===== config.mk =====
export PLATFORM = sky130hd
export DESIGN_NAME = imem_loader
export DESIGN_NICKNAME = d
export VERILOG_FILES = /design/src/rtl/imem_loader.sv
export SDC_FILE = /design/constraint.sdc
export NUM_CORES = 1
export LEC_CHECK = 0
export CORE_UTILIZATION = 36
export DETAILED_ROUTE_END_ITERATION = 10
export PLACE_DENSITY_LB_ADDON = 0.05
export SLEW_MARGIN = 20
export SYNTH_ARGS = -nofsm -noshare
export SYNTH_HDL_FRONTEND = slang
export SYNTH_SLANG_ARGS = --single-unit

===== constraint.sdc =====
create_clock -name clk -period 1.78 [get_ports clk]
set_input_delay 0.267 -clock clk [delete_from_list [all_inputs] [get_ports clk]]
set_output_delay 0.267 -clock clk [all_outputs]
set_load 0.01 [all_outputs]

===== src/rtl/imem_loader.sv =====
// -----------------------------------------------------------------------------
// imem_loader
//
// Packs MIPS instruction fields into 32-bit words and writes them to
// consecutive instruction-memory addresses, one word per accepted transfer.
// A host sequencer drives the field bundles through a valid/ready handshake.
//
// Ports:
//   clk, rst_n          clock, asynchronous active-low reset
//   start               one-cycle pulse: (re)start a load at address 0
//   in_valid/in_ready   field bundle handshake (in_ready is combinational)
//   in_last             bundle is the final instruction of the program
//   op, rs, rt, rd,
//   shamt, func, imm,
//   target              instruction fields; format chosen by op
//   imem_we/addr/wdata  registered instruction-memory write port
//   count               words written since the last start
//   busy                high while in LOAD
//   done                one-cycle pulse aligned with the final write
//   overflow            sticky: memory filled before in_last was seen
// -----------------------------------------------------------------------------
module imem_loader #(
  parameter int ADDR_W = 6
) (
  input  logic              clk,
  input  logic              rst_n,
  input  logic              start,
  input  logic              in_valid,
  output logic              in_ready,
  input  logic              in_last,
  input  logic [5:0]        op,
  input  logic [4:0]        rs,
  input  logic [4:0]        rt,
  input  logic [4:0]        rd,
  input  logic [4:0]        shamt,
  input  logic [5:0]        func,
  input  logic [15:0]       imm,
  input  logic [25:0]       target,
  output logic              imem_we,
  output logic [ADDR_W-1:0] imem_addr,
  output logic [31:0]       imem_wdata,
  output logic [ADDR_W:0]   count,
  output logic              busy,
  output logic              done,
  output logic              overflow
);

  localparam int DEPTH = 2 ** ADDR_W;

  typedef enum logic {
    IDLE = 1'b0,
    LOAD = 1'b1
  } state_t;

  state_t              state_q, state_d;
  logic [ADDR_W-1:0]   wptr_q, wptr_d;
  logic [ADDR_W-1:0]   addr_q, addr_d;
  logic [31:0]         wdata_q, wdata_d;
  logic [ADDR_W:0]     count_q, count_d;
  logic                we_q, we_d;
  logic                done_q, done_d;
  logic                ovf_q, ovf_d;

  logic                accept;
  logic                wptr_full;
  logic [31:0]         packed_word;

  // A start pulse in LOAD takes priority over any offered bundle.
  assign in_ready  = (state_q == LOAD) && !start;
  assign accept    = in_valid && in_ready;
  assign wptr_full = (wptr_q == ADDR_W'(DEPTH - 1));

  // Instruction format selection by opcode.
  always_comb begin
    packed_word = {op, rs, rt, imm};
    if (op == 6'h00) begin
      packed_word = {op, rs, rt, rd, shamt, func};
    end else if ((op == 6'h02) || (op == 6'h03)) begin
      packed_word = {op, target};
    end
  end

  always_comb begin
    state_d = state_q;
    wptr_d  = wptr_q;
    addr_d  = addr_q;
    wdata_d = wdata_q;
    count_d = count_q;
    ovf_d   = ovf_q;
    we_d    = 1'b0;
    done_d  = 1'b0;

    case (state_q)
      IDLE: begin
        if (start) begin
          state_d = LOAD;
          wptr_d  = '0;
          count_d = '0;
          ovf_d   = 1'b0;
        end
      end
      LOAD: begin
        if (start) begin
          wptr_d  = '0;
          count_d = '0;
          ovf_d   = 1'b0;
        end else if (accept) begin
          we_d    = 1'b1;
          addr_d  = wptr_q;
          wdata_d = packed_word;
          count_d = count_q + (ADDR_W+1)'(1);
          if (in_last || wptr_full) begin
            // Final write: either the program ended or the memory is full.
            // Overflow only when the memory ran out before in_last.
            state_d = IDLE;
            done_d  = 1'b1;
            ovf_d   = !in_last;
          end
          // The pointer saturates at the top address instead of wrapping.
          if (!wptr_full) begin
            wptr_d = wptr_q + ADDR_W'(1);
          end
        end
      end
      default: begin
        state_d = IDLE;
      end
    endcase
  end

  always_ff @(posedge clk or negedge rst_n) begin
    if (!rst_n) begin
      state_q <= IDLE;
      wptr_q  <= '0;
      addr_q  <= '0;
      wdata_q <= '0;
      count_q <= '0;
      we_q    <= 1'b0;
      done_q  <= 1'b0;
      ovf_q   <= 1'b0;
    end else begin
      state_q <= state_d;
      wptr_q  <= wptr_d;
      addr_q  <= addr_d;
      wdata_q <= wdata_d;
      count_q <= count_d;
      we_q    <= we_d;
      done_q  <= done_d;
      ovf_q   <= ovf_d;
    end
  end

  assign imem_we    = we_q;
  assign imem_addr  = addr_q;
  assign imem_wdata = wdata_q;
  assign count      = count_q;
  assign busy       = (state_q == LOAD);
  assign done       = done_q;
  assign overflow   = ovf_q;

endmodule


; Word-level counts from Yosys, hierarchy flattened
; Cells that the tools add are included.
[op_classes]
add_sub_neg = 2
n_eq_ne = 7
muxes = 28
bitwise = 2
n_reduce_logical = 11
[op_table]
columns = cell, n
row1 = 26-bit two-way mux, 2
row2 = 6-bit two-way mux, 4
row3 = 7-bit two-way mux, 3
row4 = 1-bit two-way mux, 15
row5 = 7-bit one-hot mux with 2 select lines, 1
row6 = "6-bit by 2-bit == test with 1-bit output, second input constant", 2
row7 = 6-bit one-hot mux with 2 select lines, 1
row8 = 3-bit AND reduction, 3
row9 = "7-bit by 1-bit adder with 7-bit output, second input constant", 1
row10 = "6-bit by 1-bit adder with 6-bit output, second input constant", 1
row11 = "6-bit == test, second input constant", 1
row12 = 6-bit zero test, 1
row13 = "3-bit by 2-bit != test with 1-bit output, second input constant", 2
row14 = 1-bit one-hot mux with 2 select lines, 2
row15 = "3-bit != test, second input constant", 1
row16 = 1-bit logical AND, 2
row17 = 1-bit zero test, 2
row18 = 1-bit logical OR, 2
row19 = "2-bit != test, second input constant", 1
row20 = 1-bit inverter, 2
row21 = 2-bit AND reduction, 1
[totals]
register_bits = 55
output_inout_bits = 50

; Logic depth before layout (Yosys ltp)
[depth]
ltp_word = 6
mapped_depth = 7
depth_no_buf = 5

; Worst setup path before layout
; Ideal clock, no wire load.
[synth_timing]
path_kind = reg-to-reg
start = register wptr_q[0]
end = register wptr_q[5]
setup_time_ns = 0.078
arrival_time_ns = 1.572
setup_slack_ns = 0.130
stages_incl_launch_ff = 6
n_path_buf = 0
cell_sequence = dfrtp_1 > ha_1 > nand3_1 > o21ai_1 > or4_1 > a21oi_1
[synth_via]
elab_chain_len = 5
[synth_lines]
columns = item, line
row1 = start: declaration, 56  ; logic [ADDR_W-1:0] wptr_q, wptr_d;
row2 = start signal: assignment, 143  ; wptr_q <= wptr_d;
row3 = 6-bit by 1-bit adder with 6-bit output, 121  ; wptr_d = wptr_q + ADDR_W'(1);
row4 = 6-bit two-way mux, 120  ; if (!wptr_full) begin
row5 = 6-bit two-way mux, 107  ; end else if (accept) begin
row6 = 6-bit two-way mux, 103  ; if (start) begin
row7 = 6-bit one-hot mux with 2 select lines, 93  ; case (state_q)
; Several ways; a longest one is shown, not always the timed one. The select of a mux whose other input is x is not followed.
; A chain may end at the register's enable or synchronous reset.

; Worst setup path in the final report
[layout_timing]
start = register state_q (netlist: busy)
end = output port in_ready
[layout_via]
elab_chain_len = 1
[layout_lines]
columns = item, line
row1 = start: declaration, 55  ; state_t state_q, state_d;
row2 = start signal: assignment, 142  ; state_q <= state_d;
row3 = 1-bit logical AND, 69  ; assign in_ready = (state_q == LOAD) && !start;
row4 = end: declaration, 29  ; output logic in_ready,
; Every way passes these cells.

==> reports/results.txt <==
Final worst path period share -> 0.945
Status -> finished clean
Hold path startpoint -> imem_wdata[23]
First-pass GRT wire length -> 12.0 mm
Sw Ratio -> 0.264
Worst Setup Slack, final -> 0.0975 ns
DRC Markers -> 0
Comb power frac -> 0.264
Critical R2R Launch -> wptr_q[0]
Most frequent cells in the layout -> clkdlybuf4s50_1 (127), nand2_1 (71), dfrtp_1 (55)
Worst Path Required -> 1.51 ns
Clock power frac -> 0.268
Worst Setup SP -> busy
Die ar. -> 7610 um2
Core footprint -> 6910 um2
Worst-path cell chain -> nor2b_2 > clkdlybuf4s50_1
Critical Path Max Stage Delay -> 0.55 ns
Worst Hold Class -> reg2reg
Cell Area, Synth -> 2610 um2
Syn Area/Cell -> 9.24 um2
CP Data Arrival Time -> 1.42 ns
FF-to-FF path depth -> 6
Clock buffer depth -> 2
Starting DRC count in detailed routing -> 117
Sequential area share after synthesis -> 0.527
CP Launch Type -> flip-flop
Final #Nets -> 500
Final hold vios -> 0
Total gr overflow -> 0
Total global routing track utilization -> 0.206
Share of layout cells above drive strength 1 -> 0.0714
Area grow syn2layout -> 62.3%
I/O Pins -> 129
Commonest non-fill, non-tap cell in the layout -> clkdlybuf4s50_1
Pins over their slew limit -> 0
Antenna diodes -> 0
Wire per inst -> 14.7 um
Clk_skew -> 0.00701 ns
Largest fanout on the critical path -> 2
Int Pwr -> 2.31 mW
Pwr Density -> 739 nW/um2
Largest net degree at the start of global routing -> 56
CP Class -> reg2out
Crit path time final -> 1.68 ns
Vias in the first global route -> 2441
Setup repair after global routing missed its margin -> no
DRT antenna net count -> 0
Root buffer cell -> clkbuf_8
CTS tree -> built
Static Leak -> 1.93 nW
Post-synthesis register bit count -> 55
Fillers -> 632
TritonRoute pass-1 iters -> 4
MaxCap Viol Count -> 0
Final hold slack -> 0.483 ns
Routability cong. -> 0.771
Internal reg-to-reg setup slack -> 0.16 ns
CP Capture Type -> primary output
Sink Count -> 55
DR vias/cell -> 4.98
Psw -> 0.829 mW
Die W -> 87.2 um
Synth warn -> 0
Initial Util -> 0.378
Setup violations, final -> 0
CTS HTree Levels -> 2
Slew HR -> 0.801
Row Count -> 30
PortBufs -> 128
Post-DP HPWL -> 5.51 mm
Fmax -> 0.594 GHz
Total clock buffers created by CTS -> 5
Slew @ Worst Pin -> 0.299 ns
Reg2Reg Capture Point -> wptr_q[3]
Hold-critical path depth -> 2
VDD IR max -> 375 uV
Pre-CTS setup slack -> -0.258 ns
CTS clock-pin slew for the worst setup and hold paths -> 0.10 ns
Worst setup path end -> in_ready
Die height -> 87.2 um
Slowest CP cell -> clkdlybuf4s50_1
Post-synthesis cell type count -> 30
Initial antenna violation count -> 0
Post-Synthesis Cells -> 283
Post-Route WL -> 7.59 mm
Clk_lat worst skew -> 0.31 ns
Sequential share of power -> 0.468
Vias -> 2570
Syn_nets -> 364
==> worst max-delay path, delay by kind of cell (launching register included) <==
| family | cells | cell delay, ns |
|---|---|---|
| buffers and inverters | 1 | 0.55 |
| flip-flops | 1 | 0.37 |
| AND/OR/NAND/NOR | 1 | 0.18 |
==> sequential cells by signal (all words and copies together), names as in the netlist <==
signal      count
imem_addr       6
busy            1
wptr_q          6
overflow        1
imem_wdata     32
count           7
imem_we         1
done            1
==> kinds of logic after synthesis <==
group / share of synthesized area
fa+ha+maj: 0.00957
buf+inv: 0.0349
mux: 0.0421
simple gates: 0.209
flops: 0.527
xor+xnor: 0.0268
compound gates: 0.151
==> power groups by stage <==
stage / Combinational (mW) / Sequential, mW / Clock (mW)
after detailed placement: 0.830 / 1.49 / 0
after CTS: 0.838 / 1.47 / 0.869
after global routing: 0.902 / 1.49 / 0.909
after floorplan: 0.195 / 1.55 / 0
after global placement: 0.820 / 1.49 / 0
final: 0.829 / 1.47 / 0.841
==> layer usage <==
metal / part of all wire / vias to the layer above / track usage / wire length, um
met1: 0.45 / 1222 / 0.274 / 3410
met5: 0 / - / 0 / 0
met3: 0.068 / 10 / 0.0427 / 514
met2: 0.47 / 99 / 0.336 / 3540
li1: - / 1239 / - / -
met4: 0.016 / 0 / 0.0656 / 121
==> synth_stat cells <==
| library cell | count | area share |
|---|---|---|
| xor2_1 | 7 | 0.023 |
| ha_1 | 2 | 0.0096 |
| o31ai_1 | 1 | 0.0029 |
| o21ai_1 | 11 | 0.021 |
| inv_1 | 1 | 0.0014 |
| mux2i_1 | 11 | 0.042 |
| nand2_1 | 72 | 0.10 |
| nor3_1 | 1 | 0.0019 |
| nand2_4 | 1 | 0.0043 |
| or4_1 | 1 | 0.0029 |
| nor4_4 | 1 | 0.0081 |
| o211ai_1 | 1 | 0.0029 |
| clkbuf_1 | 11 | 0.016 |
| xnor2_1 | 1 | 0.0034 |
| buf_2 | 4 | 0.0077 |
| nand4_1 | 2 | 0.0048 |
| nor2_1 | 15 | 0.022 |
| buf_1 | 1 | 0.0014 |
| or3_1 | 1 | 0.0024 |
| nand3_1 | 3 | 0.0057 |
| nor2b_1 | 1 | 0.0024 |
| and2_1 | 2 | 0.0048 |
| buf_6 | 2 | 0.0086 |
| a21oi_1 | 4 | 0.0077 |
| and3_1 | 18 | 0.043 |
| nor4b_1 | 1 | 0.0034 |
| dfrtp_1 | 55 | 0.53 |
| o21ai_0 | 34 | 0.065 |
| a211oi_1 | 17 | 0.049 |
| a21o_1 | 1 | 0.0029 |
==> stage by stage <==
step / util / instances / TNS [ns] / cell area (um2) / total power, mW
CTS: 0.612 / 515 / 0 / 4230 / 3.18
global route: 0.614 / 516 / 0 / 4240 / 3.30
finish: 0.614 / 516 / 0 / 4240 / 3.14
detailed placement: 0.593 / 505 / -4.88 / 4100 / 2.32
global placement: 0.593 / 505 / -3.16 / 4100 / 2.31
floorplan: - / 283 / 0 / 2610 / 1.75
==> layout make-up <==
cell class	instances	area [um2]	share of cell area
clock buffers	6	72.6	0.0171
clock inverters	2	38.8	0.00914
inverters	1	3.75	0.000885
multi-input cells	209	1160	0.273
flip-flops and latches	55	1380	0.324
well taps	96	120	0.0283
repair buffers	147	1470	0.347
==> what timing repair did <==
item | 4_1_cts | 5_1_grt
gates resized for setup | 1 | 1
pin swaps | 0 | 2
cloned | 0 | 0
endpoints found under the setup margin | 1 | 5
endpoints found under the hold margin | 55 | 0
buffers inserted | 1 | 1
hold buffers | 1 | 0
==> worst min-delay path by stage <==
stage / to / slack (ns)
finish: imem_wdata[23] / 0.48
CTS: imem_wdata[11] / 0.48
global placement: imem_wdata[11] / 0.29
floorplan: busy / -0.03
detailed placement: imem_wdata[11] / 0.29
global route: imem_wdata[28] / 0.51
No activity file was read; power rests on OpenSTA's default activity.
